`src/rtl/num_pkg.sv`:
```
// num_pkg: shared definitions for the num symbol stream.
//   SYM_*   : 2-bit symbol constants (SYM_IDLE is the detector's neutral symbol)
//   state_t : num_sender playback state
package num_pkg;

   localparam logic [1:0] SYM_IDLE = 2'b00;
   localparam logic [1:0] SYM_A    = 2'b01;
   localparam logic [1:0] SYM_B    = 2'b10;
   localparam logic [1:0] SYM_C    = 2'b11;

   typedef enum logic [1:0] {
      ST_IDLE = 2'b00,
      ST_SEND = 2'b01,
      ST_FIN  = 2'b10
   } state_t;

endpackage

```
`src/rtl/num_pat_buf.sv`:
```
// num_pat_buf: DEPTH x 2-bit pattern register file.
//   clk, rst_n : clock, async active-low reset (clears count only)
//   we, wdata  : append wdata at index count (caller guarantees !full)
//   clr        : empty the buffer
//   rd_idx     : asynchronous read address -> rdata
//   count,full : occupancy
module num_pat_buf #(
   parameter int DEPTH = 8,
   parameter int CNT_W = $clog2(DEPTH + 1),
   parameter int IDX_W = $clog2(DEPTH)
) (
   input  logic             clk,
   input  logic             rst_n,
   input  logic             we,
   input  logic [1:0]       wdata,
   input  logic             clr,
   input  logic [IDX_W-1:0] rd_idx,
   output logic [1:0]       rdata,
   output logic [CNT_W-1:0] count,
   output logic             full
);

   logic [1:0] mem [DEPTH];

   // Contents are don't-care after reset, so the array carries no reset.
   always_ff @(posedge clk) begin
      if (we) mem[count[IDX_W-1:0]] <= wdata;
   end

   always_ff @(posedge clk or negedge rst_n) begin
      if (!rst_n)   count <= '0;
      else if (clr) count <= '0;
      else if (we)  count <= count + CNT_W'(1);
   end

   assign full  = (count == CNT_W'(DEPTH));
   assign rdata = mem[rd_idx];

endmodule

```
`src/rtl/num_sender.sv`:
```
// num_sender: plays a loaded pattern of 2-bit symbols onto num.
//   clk, rst_n      : clock, async active-low reset
//   wr_en, wr_data  : append a symbol (IDLE only)
//   clear           : empty the pattern (IDLE only)
//   start           : begin playback, latching hold and rpt (IDLE only)
//   hold            : cycles per symbol minus 1
//   rpt             : extra repetitions of the whole pattern
//   abort           : stop playback at once, no done
//   num, valid      : transmitted symbol / symbol qualifier (registered)
//   busy, done, err : playback status, completion pulse, rejection pulse
//   count, full     : pattern occupancy
module num_sender
   import num_pkg::*;
#(
   parameter int DEPTH  = 8,
   parameter int HOLD_W = 4,
   parameter int CNT_W  = $clog2(DEPTH + 1)
) (
   input  logic              clk,
   input  logic              rst_n,
   input  logic              wr_en,
   input  logic [1:0]        wr_data,
   input  logic              clear,
   input  logic              start,
   input  logic [HOLD_W-1:0] hold,
   input  logic [3:0]        rpt,
   input  logic              abort,
   output logic [1:0]        num,
   output logic              valid,
   output logic              busy,
   output logic              done,
   output logic [CNT_W-1:0]  count,
   output logic              full,
   output logic              err
);

   localparam int IDX_W = $clog2(DEPTH);

   state_t            state_q, state_d;
   logic [IDX_W-1:0]  idx_q, idx_d;
   logic [HOLD_W-1:0] hold_q, hold_d, hcnt_q, hcnt_d;
   logic [3:0]        rcnt_q, rcnt_d;
   logic [1:0]        rd_sym;
   logic              valid_d, done_d, err_d, busy_d;
   logic              buf_we, buf_clr, last_sym;

   num_pat_buf #(
      .DEPTH (DEPTH),
      .CNT_W (CNT_W),
      .IDX_W (IDX_W)
   ) u_buf (
      .clk    (clk),
      .rst_n  (rst_n),
      .we     (buf_we),
      .wdata  (wr_data),
      .clr    (buf_clr),
      .rd_idx (idx_d),
      .rdata  (rd_sym),
      .count  (count),
      .full   (full)
   );

   assign last_sym = (CNT_W'(idx_q) == count - CNT_W'(1));

   // idx/hcnt/rcnt describe the symbol shown in the cycle they are registered
   // for, so the buffer is read at the next index to keep num registered.
   always_comb begin
      state_d = state_q;
      idx_d   = idx_q;
      hold_d  = hold_q;
      hcnt_d  = hcnt_q;
      rcnt_d  = rcnt_q;
      valid_d = 1'b0;
      done_d  = 1'b0;
      err_d   = 1'b0;
      buf_we  = 1'b0;
      buf_clr = 1'b0;
      case (state_q)
         ST_IDLE: begin
            if (start) begin
               err_d  = wr_en;
               hold_d = hold;
               hcnt_d = hold;
               rcnt_d = rpt;
               idx_d  = '0;
               if (count != '0) begin
                  state_d = ST_SEND;
                  valid_d = 1'b1;
               end else begin
                  state_d = ST_FIN;
                  done_d  = 1'b1;
               end
            end else if (clear) begin
               buf_clr = 1'b1;
            end else if (wr_en) begin
               if (full) err_d  = 1'b1;
               else      buf_we = 1'b1;
            end
         end
         ST_SEND: begin
            err_d = wr_en | start;
            if (abort) begin
               state_d = ST_IDLE;
            end else if (hcnt_q != '0) begin
               hcnt_d  = hcnt_q - HOLD_W'(1);
               valid_d = 1'b1;
            end else if (!last_sym) begin
               idx_d   = idx_q + IDX_W'(1);
               hcnt_d  = hold_q;
               valid_d = 1'b1;
            end else if (rcnt_q != '0) begin
               rcnt_d  = rcnt_q - 4'd1;
               idx_d   = '0;
               hcnt_d  = hold_q;
               valid_d = 1'b1;
            end else begin
               state_d = ST_FIN;
               done_d  = 1'b1;
            end
         end
         ST_FIN: begin
            err_d   = wr_en | start;
            state_d = ST_IDLE;
         end
         default: state_d = ST_IDLE;
      endcase
      busy_d = (state_d != ST_IDLE);
   end

   always_ff @(posedge clk or negedge rst_n) begin
      if (!rst_n) begin
         state_q <= ST_IDLE;
         idx_q   <= '0;
         hold_q  <= '0;
         hcnt_q  <= '0;
         rcnt_q  <= '0;
         num     <= SYM_IDLE;
         valid   <= 1'b0;
         busy    <= 1'b0;
         done    <= 1'b0;
         err     <= 1'b0;
      end else begin
         state_q <= state_d;
         idx_q   <= idx_d;
         hold_q  <= hold_d;
         hcnt_q  <= hcnt_d;
         rcnt_q  <= rcnt_d;
         num     <= valid_d ? rd_sym : SYM_IDLE;
         valid   <= valid_d;
         busy    <= busy_d;
         done    <= done_d;
         err     <= err_d;
      end
   end

endmodule

```
`config.mk`:
```
export PLATFORM = sky130hd
export DESIGN_NAME = num_sender
export DESIGN_NICKNAME = d
export VERILOG_FILES = /design/src/rtl/num_pkg.sv /design/src/rtl/num_pat_buf.sv /design/src/rtl/num_sender.sv
export SDC_FILE = /design/constraint.sdc
export NUM_CORES = 1
export LEC_CHECK = 0
export ABC_AREA = 1
export ABC_CLOCK_PERIOD_IN_PS = 3100
export CELL_PAD_IN_SITES_DETAIL_PLACEMENT = 1
export CELL_PAD_IN_SITES_GLOBAL_PLACEMENT = 2
export CORE_UTILIZATION = 33
export DETAILED_ROUTE_END_ITERATION = 8
export GPL_TIMING_DRIVEN = 0
export PLACE_DENSITY_LB_ADDON = 0.2
export SETUP_SLACK_MARGIN = 0.02
export SYNTH_ARGS = -nofsm -noshare
export SYNTH_HDL_FRONTEND = slang
export SYNTH_SLANG_ARGS = --single-unit
```
`constraint.sdc`:
```
create_clock -name clk -period 3.1 [get_ports clk]
set_clock_uncertainty 0.15 [all_clocks]
set_input_delay 0.31 -clock clk [delete_from_list [all_inputs] [get_ports clk]]
set_output_delay 0.31 -clock clk [all_outputs]
set_load 0.05 [all_outputs]
```
==> results of run 1 <==
[synth_stat cells]
master,count
o31ai_1,1
a31oi_1,2
o21ai_2,1
o21ai_0,13
o21a_1,1
nand2_4,2
nor2_2,3
nand2_2,5
or2_1,1
nor2_4,1
inv_1,36
nand3b_1,5
or2_2,1
a21oi_1,15
dfrtp_1,27
mux2_2,1
nand4_1,1
nand3_1,22
ha_1,10
nor2_1,28
inv_2,8
mux2i_1,1
buf_2,1
nor3_1,3
nand3_2,1
edfxtp_1,16
nand2_1,56
a21oi_2,1
o221ai_1,2
o21ai_1,9
clkbuf_1,1
a21boi_2,1
o211ai_1,3
[stage by stage]
stage | hold WS (ns) | area [µm²]
6_report | 0.332 | 2870
5_1_grt | 0.380 | 2870
4_1_cts | 0.340 | 2860
3_5_place_dp | 0.320 | 2730
3_3_place_gp | 0.313 | 2730
2_1_floorplan | -0.136 | 2350
[power groups by stage]
stage | logic, W | clock network, W | registers [W]
floorplan | 0.000714 | 0 | 0.000988
global placement | 0.00117 | 0 | 0.000856
detailed placement | 0.00119 | 0 | 0.000859
CTS | 0.00120 | 0.000527 | 0.000847
global route | 0.00134 | 0.000548 | 0.000867
finish | 0.00118 | 0.000515 | 0.000845
[final timing paths]
check | depth (start not counted) | endpoint | from
max in group asynchronous | 2 | state_q[1]$_DFF_PN0_ | rst_n
min in group asynchronous | 2 | rcnt_q[0]$_DFFE_PN0P_ | rst_n
min reg2reg | 2 | hold_q[0]$_DFFE_PN0P_ | hold_q[0]$_DFFE_PN0P_
min | 2 | hold_q[0]$_DFFE_PN0P_ | hold_q[0]$_DFFE_PN0P_
max | 5 | full | u_buf.count[1]$_DFFE_PN0P_
max reg2reg | 17 | num[1]$_DFF_PN0_ | u_buf.count[1]$_DFFE_PN0P_
[sequential cells by signal (all words and copies together) (netlist names)]
name         flops
rcnt_q           4
err              1
valid            1
state_q          2
u_buf.count      4
done             1
busy             1
hold_q           4
idx_q            3
hcnt_q           4
u_buf.mem       16
num              2
[area by class of cell]
class,instances,area (µm²),area share
clock inverters,2,60.1,0.0210
well taps,96,120,0.0419
inverters,44,165,0.0576
clock buffers,6,72.6,0.0253
repair buffers,27,265,0.0925
plain buffers,2,8.76,0.00306
multi-input cells,190,1020,0.355
flip-flops and latches,43,1160,0.403
[worst register-to-register path, cell delays in order, from the launching register on]
cell and delay [ns]:
dfrtp_1 0.47, inv_1 0.14, ha_1 0.34, nand2_1 0.08, inv_1 0.04, nor2_1 0.07, nand2_1 0.06, nor2_2 0.15
nand2_2 0.11, a21oi_2 0.13, nand2_1 0.10, nand2_4 0.13, nand2_4 0.11, nand2_1 0.09, nand3_1 0.08, nand3_1 0.10
nand2_1 0.05, nor2_1 0.10
[layer usage]
metal | GRT usage | up-vias | routed length, µm
li1 | - | 980 | -
met1 | 0.235 | 899 | 2840
met2 | 0.255 | 29 | 2450
met3 | 0.0352 | 7 | 212
met4 | 0.0636 | 0 | 82
met5 | 0 | - | 0
[timing repair]
action	4_1_cts	5_1_grt
hold buffers	0	1
hold endpoints to repair	0	27
endpoints found under the setup margin	0	0
[cell usage in the layout (no fill, tap or decap), types with 5 or more instances in the layout]
cell type	instances
dfrtp_1	27
edfxtp_1	16
nand3b_1	5
nand2_1	56
o21ai_1	9
o21ai_0	13
nor2_1	28
a21oi_1	15
clkdlybuf4s50_1	25
nand3_1	22
clkbuf_8	5
ha_1	10
inv_2	8
inv_1	36
nand2_2	5
[cell families after synthesis]
logic type / share of synthesized area
simple gates: 0.251
compound gates: 0.120
buf+inv: 0.0741
flops: 0.492
fa+ha+maj: 0.0533
mux: 0.00906
==> results.ini, run 1 <==
[outcome]
outcome=completed

[worst_setup_path]
critPathCaptureType=output port
cp_max_fo=7
worstPathRequired_ns=2.64
cp.arrival_ns=2.11
critPathTopFamily=buffers and inverters
critPathKind=reg -> out
crit_top_cell=inv_1
crit_buf_inv=3
slowest_delay_ns=0.79
start_kind=register
cp_cell_sequence=inv_1, ha_1, nand3_1, inv_1, clkdlybuf4s50_1
cpMaxStageDelayCell=clkdlybuf4s50_1
r2r_setup_slack_ns=0.54

[logic_synthesis]
netlist_instances=279
synthTopCellsByArea=dfrtp_1 (29%), edfxtp_1 (20%), nand2_1 (9.0%), inv_1 (5.8%), ha_1 (5.3%)
synth_area_leader_cell=dfrtp_1
syn_area_mm2=0.00235
syn_nets=305
ys_seq_elements=43
synth_top_area_share=0.288
yosys_warnings=0
synth_seq_area_share=0.492
synth.distinct_cells=33
synth.avg_cell_area_um2=8.42

[sta]
slew_headroom=0.566
slew_violations=0
final.setup.tns_ns=0
fin_crit_sh=0.828
timing.final.crit_period_ns=2.57
rsz0062_at_grt=no
max_freq_mhz=390
tightestPinTransition_ns=0.651
worst_slack_ns=0.535
hold_viol_final=0
setup_viol=0

[clock_network]
ctsResizeCount=0
clock-sinks=43
clockBufferDepth=2
clkLatencyLatePin_ns=0.30
h-tree-depth=2
root_buffer=clkbuf_8
cts_setup_buffers=0
cts_buffers=5
clk_pin_slew_ns=0.08
cts_tree=built

[cells_and_area]
nets=339
diodes=0
layout.cells.non_filler=410
area_growth_pct=22.1
n_fill_cell=846
final_core_util=0.420
drive_above_1_share=0.108

[place]
place_ws_ns=0.511
gp_congestion=0.759
portBuffers=26
placed_cells=401
hpwl_um=4230

[routing]
avgRoutedWirePerCell_um=13.6
drc=0
wl_um=5590
vias=1915
dr.pass1.iters=4
ant_nets=0
via_per_inst=4.67
drt_iter0_markers=85

[power_and_ir_drop]
power_w=0.00254
clkPwrFrac=0.203
seq_power_share=0.332
power_leakage_nw=1.27
p_sw_frac=0.426
ir_worst_vdd_mv=0.299
power_frac_comb=0.465
p_int_w=0.00146
power_density_mw_per_mm2=887
p_switching_w=0.00108

[die]
die-area_mm2=0.00746
core_area_mm2=0.00683
rows=30
start_util=0.344
die_w_um=86.4
die_h_um=86.4
io_pins=27

[global_routing]
grt_pass1_wl_um=9550
grt_max_degree=28
grt_remaining_overflow=0
groute.usage.overall=0.168
antenna_found_initial=0
grt_pass1_vias=1928

[job]
drv_cap=0

[hold_path]
hold_path_class=reg -> reg

(Power assumes the default switching activity.)
==> inputs of run 2 (changes only) <==
ABC_CLOCK_PERIOD_IN_PS = 2500   (was 3100)
clock period = 2.5 ns   (was 3.1 ns; I/O delays follow)
==> results.ini, run 2 (same netlist as run 1, synthesis figures left out) <==
[routing]
via_per_inst=4.71
dr.pass1.iters=4
ant_nets=0
drc=0
vias=1961
avgRoutedWirePerCell_um=14.5
drt_iter0_markers=53
wl_um=6020

[global_routing]
grt_remaining_overflow=0
grt_pass1_wl_um=9860
grt_max_degree=28
groute.usage.overall=0.175
antenna_found_initial=0
grt_pass1_vias=1974

[hold_path]
hold_path_class=in -> async

[clock_network]
h-tree-depth=2
clock-sinks=43
cts_tree=built
clockBufferDepth=2
clk_pin_slew_ns=0.09
cts_buffers=5
clkLatencyLatePin_ns=0.30
root_buffer=clkbuf_8

[place]
portBuffers=26
hpwl_um=4270
placed_area_mm2=0.00273
gp_congestion=0.728

[worst_setup_path]
worstPathRequired_ns=2.55
critPathCaptureType=register
r2r-start=u_buf.count[0]$_DFFE_PN0P_
start_kind=register
critPathKind=reg -> reg
startpoint=u_buf.count[0]$_DFFE_PN0P_
cp_max_fo=9
cp.arrival_ns=2.40

[die]
core_area_mm2=0.00683
rows=30
die_h_um=86.4
die_w_um=86.4
start_util=0.344
io_pins=27
die-area_mm2=0.00746

[power_and_ir_drop]
power_leakage_nw=1.28
power_w=0.00317
ir_worst_vdd_mv=0.387
power_density_mw_per_mm2=1080

[sta]
hold_viol_final=0
final.setup.tns_ns=0
slew_headroom=0.570
rsz0062_at_grt=yes
slew_violations=0
timing.final.crit_period_ns=2.35
setup_viol=0
fin_crit_sh=0.940
max_freq_mhz=426
tightestPinTransition_ns=0.638

[cells_and_area]
diodes=0
mostFrequentLayoutCell=nand2_1
drive_above_1_share=0.172
layout_common_cells=nand2_1 (55), inv_1 (35), nor2_1 (26)
largest_reg_flops=16
nets=345
n_fill_cell=826
design_area_mm2=0.00294
final_core_util=0.431
area_growth_pct=25.4

[job]
drv_cap=0

[outcome]
outcome=completed

==> run 2: path summary, 6_finish.rpt <==
kind / end / slack (ns) / cells after the start
max in group asynchronous: u_buf.count[0]$_DFFE_PN0P_ / 1.39 / 2
min in group clk: hold_q[2]$_DFFE_PN0P_ / 0.35 / 2
setup reg to reg: num[1]$_DFF_PN0_ / 0.15 / 18
hold reg to reg: hold_q[2]$_DFFE_PN0P_ / 0.35 / 2
setup / recovery: num[1]$_DFF_PN0_ / 0.15 / 18
hold / removal: hcnt_q[2]$_DFFE_PN0P_ / 0.35 / 2
==> run 2: power by group <==
part	switching (W)	internal (W)	total (W)
logic	0.00107	0.000606	0.00168
registers	0.000121	0.000918	0.00104
clock network	0.000259	0.000195	0.000454
total	0.00145	0.00172	0.00317
==> run 2: worst max-delay path, stage by stage, from the launching register on <==
cell and delay (ns):
dfrtp_2 0.43, inv_4 0.10, ha_4 0.22, nand2_1 0.06, inv_1 0.04, nor2_1 0.07
nand2_1 0.06, nor2_2 0.13, nand3_2 0.12, nand2_1 0.10, nand2_1 0.07, nand2_2 0.12
nand2_4 0.10, nand2_8 0.12, nand2_1 0.06, nand3_1 0.09, nand3_1 0.08, nand2_1 0.06
nor2_1 0.04
==> run 2: final cells by class <==
class	instances	area, µm²	area share
flip-flops and latches	43	1160	0.394
multi-input cells	191	1100	0.373
repair buffers	32	302	0.102
inverters	44	168	0.0569
well taps	96	120	0.0408
clock buffers	5	68.8	0.0234
clock inverters	3	20.0	0.00680
plain buffers	2	8.76	0.00297
==> run 2: metal layers <==
layer | share of wire | GRT usage | wire, µm | vias to the layer above
li1 | - | - | - | 1001
met2 | 0.46 | 0.280 | 2790 | 31
met3 | 0.032 | 0.0286 | 190 | 9
met1 | 0.49 | 0.241 | 2940 | 920
met5 | 0 | 0 | 0 | -
met4 | 0.016 | 0.0576 | 96 | 0
==> run 2: what timing repair did <==
item / CTS / global route
gates resized for setup: 2 / 15
gates cloned: 0 / 1
hold endpoints to repair: 0 / 27
setup endpoints to repair: 3 / 21
pin swaps: 0 / 3
hold buffers: 0 / 1
buffers inserted: 2 / 3
==> run 2: metrics by stage <==
stage	setup slack, ns	hold slack, ns	std cells
2_1_floorplan	0.127	-0.196	279
4_1_cts	0.0456	0.351	411
5_1_grt	-0.0733	0.386	416
3_3_place_gp	-0.0228	0.314	401
3_5_place_dp	-0.0456	0.329	401
6_report	0.150	0.347	416
==> inputs of run 3 (changes only) <==
ABC_CLOCK_PERIOD_IN_PS = 2900   (was 2500)
CORE_UTILIZATION = 36   (was 33)
clock period = 2.9 ns   (was 2.5 ns; I/O delays follow)
==> results.ini, run 3 (same netlist as run 1, synthesis figures left out) <==
[outcome]
outcome=completed

[global_routing]
grt_remaining_overflow=0
grt_max_degree=28
antenna_found_initial=0
grt_pass1_vias=1851
grt_pass1_wl_um=8920
groute.usage.overall=0.176

[clock_network]
h-tree-depth=2
cts_setup_buffers=0
cts_buffers=5
clock-sinks=43
cts_tree=built
clkLatencyLatePin_ns=0.29
root_buffer=clkbuf_8
clockBufferDepth=2
clk_pin_slew_ns=0.08
ctsResizeCount=0

[worst_setup_path]
critPathCaptureType=register
critPathKind=reg -> reg
cp_max_fo=9
cp_cell_sequence=inv_1, ha_1, nand2_1, inv_1, nor2_1, nand2_1, nor2_2, nand3_2, nand2_1, nand2_1, nand2_1, nand2_4, nand2_4, nand2_1, nand3_1, nand2_1, nor2_1, nor2_1
crit_top_cell=nand2_1
cpMaxStageDelayCell=dfrtp_1
worstPathRequired_ns=2.94
slowest_delay_ns=0.45
start_kind=register
cp.arrival_ns=2.57

[hold_path]
hold_path_class=reg -> reg

[die]
rows=29
io_pins=27
die-area_mm2=0.00685
start_util=0.372
die_h_um=82.8
die_w_um=82.8
core_area_mm2=0.00631

[cells_and_area]
nets=339
diodes=0
largest_reg_flops=16
mostFrequentLayoutCell=nand2_1
ff_latch_area_mm2=0.00116
final_core_util=0.443
drive_above_1_share=0.108
n_fill_cell=783
area_growth_pct=19.0
layout_common_cells=nand2_1 (56), inv_1 (36), nor2_1 (28)
multi_input_area_mm2=0.00102

[routing]
via_per_inst=4.94
avgRoutedWirePerCell_um=13.9
drt_iter0_markers=64
ant_nets=0
vias=1930
wl_um=5430
drc=0
dr.pass1.iters=4

[job]
drv_cap=0

[sta]
hold_viol_final=0
tightestPinTransition_ns=0.626
max_freq_mhz=397
timing.final.crit_period_ns=2.52
setup_viol=0
rsz0062_at_grt=no
slew_violations=0
slew_headroom=0.578
final.setup.tns_ns=0
fin_crit_sh=0.870

[power_and_ir_drop]
power_leakage_nw=1.25
ir_worst_vdd_mv=0.474
power_density_mw_per_mm2=907

[place]
hpwl_um=4150
gp_congestion=0.737
portBuffers=26

[run 3: through the flow]
| stage | total power, W | cell area, µm² | hold WS (ns) | instances | setup WS (ns) |
|---|---|---|---|---|---|
| 2_1_floorplan | 0.00182 | 2350 | -0.156 | 279 | 0.335 |
| 6_report | 0.00253 | 2800 | 0.339 | 391 | 0.378 |
| 3_3_place_gp | 0.00215 | 2710 | 0.315 | 382 | 0.365 |
| 3_5_place_dp | 0.00218 | 2710 | 0.322 | 382 | 0.369 |
| 5_1_grt | 0.00276 | 2800 | 0.387 | 391 | 0.0791 |
| 4_1_cts | 0.00257 | 2790 | 0.343 | 390 | 0.337 |
[run 3: final timing paths]
path                                       startpoint                    endpoint  slack [ns]  cells past startpoint
setup / recovery           u_buf.count[1]$_DFFE_PN0P_            num[0]$_DFF_PN0_        0.38                     18
hold / removal                  hold_q[0]$_DFFE_PN0P_       hold_q[0]$_DFFE_PN0P_        0.34                      2
setup reg to reg           u_buf.count[1]$_DFFE_PN0P_            num[0]$_DFF_PN0_        0.38                     18
hold reg to reg                 hold_q[0]$_DFFE_PN0P_       hold_q[0]$_DFFE_PN0P_        0.34                      2
max in group asynchronous                       rst_n  u_buf.count[0]$_DFFE_PN0P_        1.79                      2
min in group asynchronous                       rst_n       rcnt_q[0]$_DFFE_PN0P_        0.39                      2
[run 3: layout make-up]
| cell class | count | share of cell area |
|---|---|---|
| flip-flops and latches | 43 | 0.414 |
| plain buffers | 2 | 0.00313 |
| clock inverters | 2 | 0.00448 |
| well taps | 77 | 0.0345 |
| inverters | 44 | 0.0591 |
| repair buffers | 27 | 0.0949 |
| multi-input cells | 190 | 0.364 |
| clock buffers | 6 | 0.0260 |
[run 3: critical path, delay by kind of cell (launching register included)]
family	cells	cell delay [ns]
adder cells (fa/ha/maj)	1	0.33
buffers and inverters	2	0.16
flip-flops	1	0.45
AND/OR/NAND/NOR	15	1.34
[run 3: metal layers]
layer	up-vias	wire, µm	part of all wire	track usage
met5	-	0	0	0
met4	0	32	0.0059	0.0466
met3	4	145	0.027	0.0361
met2	25	2440	0.45	0.275
met1	915	2820	0.52	0.246
li1	986	-	-	-
[run 3: report_power, final]
group / leakage [nW] / total (W) / internal [W] / switching [W]
registers: 0.489 / 0.000900 / 0.000789 / 0.000110
clock network: 0.0412 / 0.000378 / 0.000168 / 0.000210
logic: 0.715 / 0.00126 / 0.000427 / 0.000830
total: 1.25 / 0.00253 / 0.00138 / 0.00115
[run 3: timing repair]
item                                    4_1_cts  5_1_grt
hold buffers                                  0        1
endpoints found under the setup margin        0        0
endpoints found under the hold margin         0       27
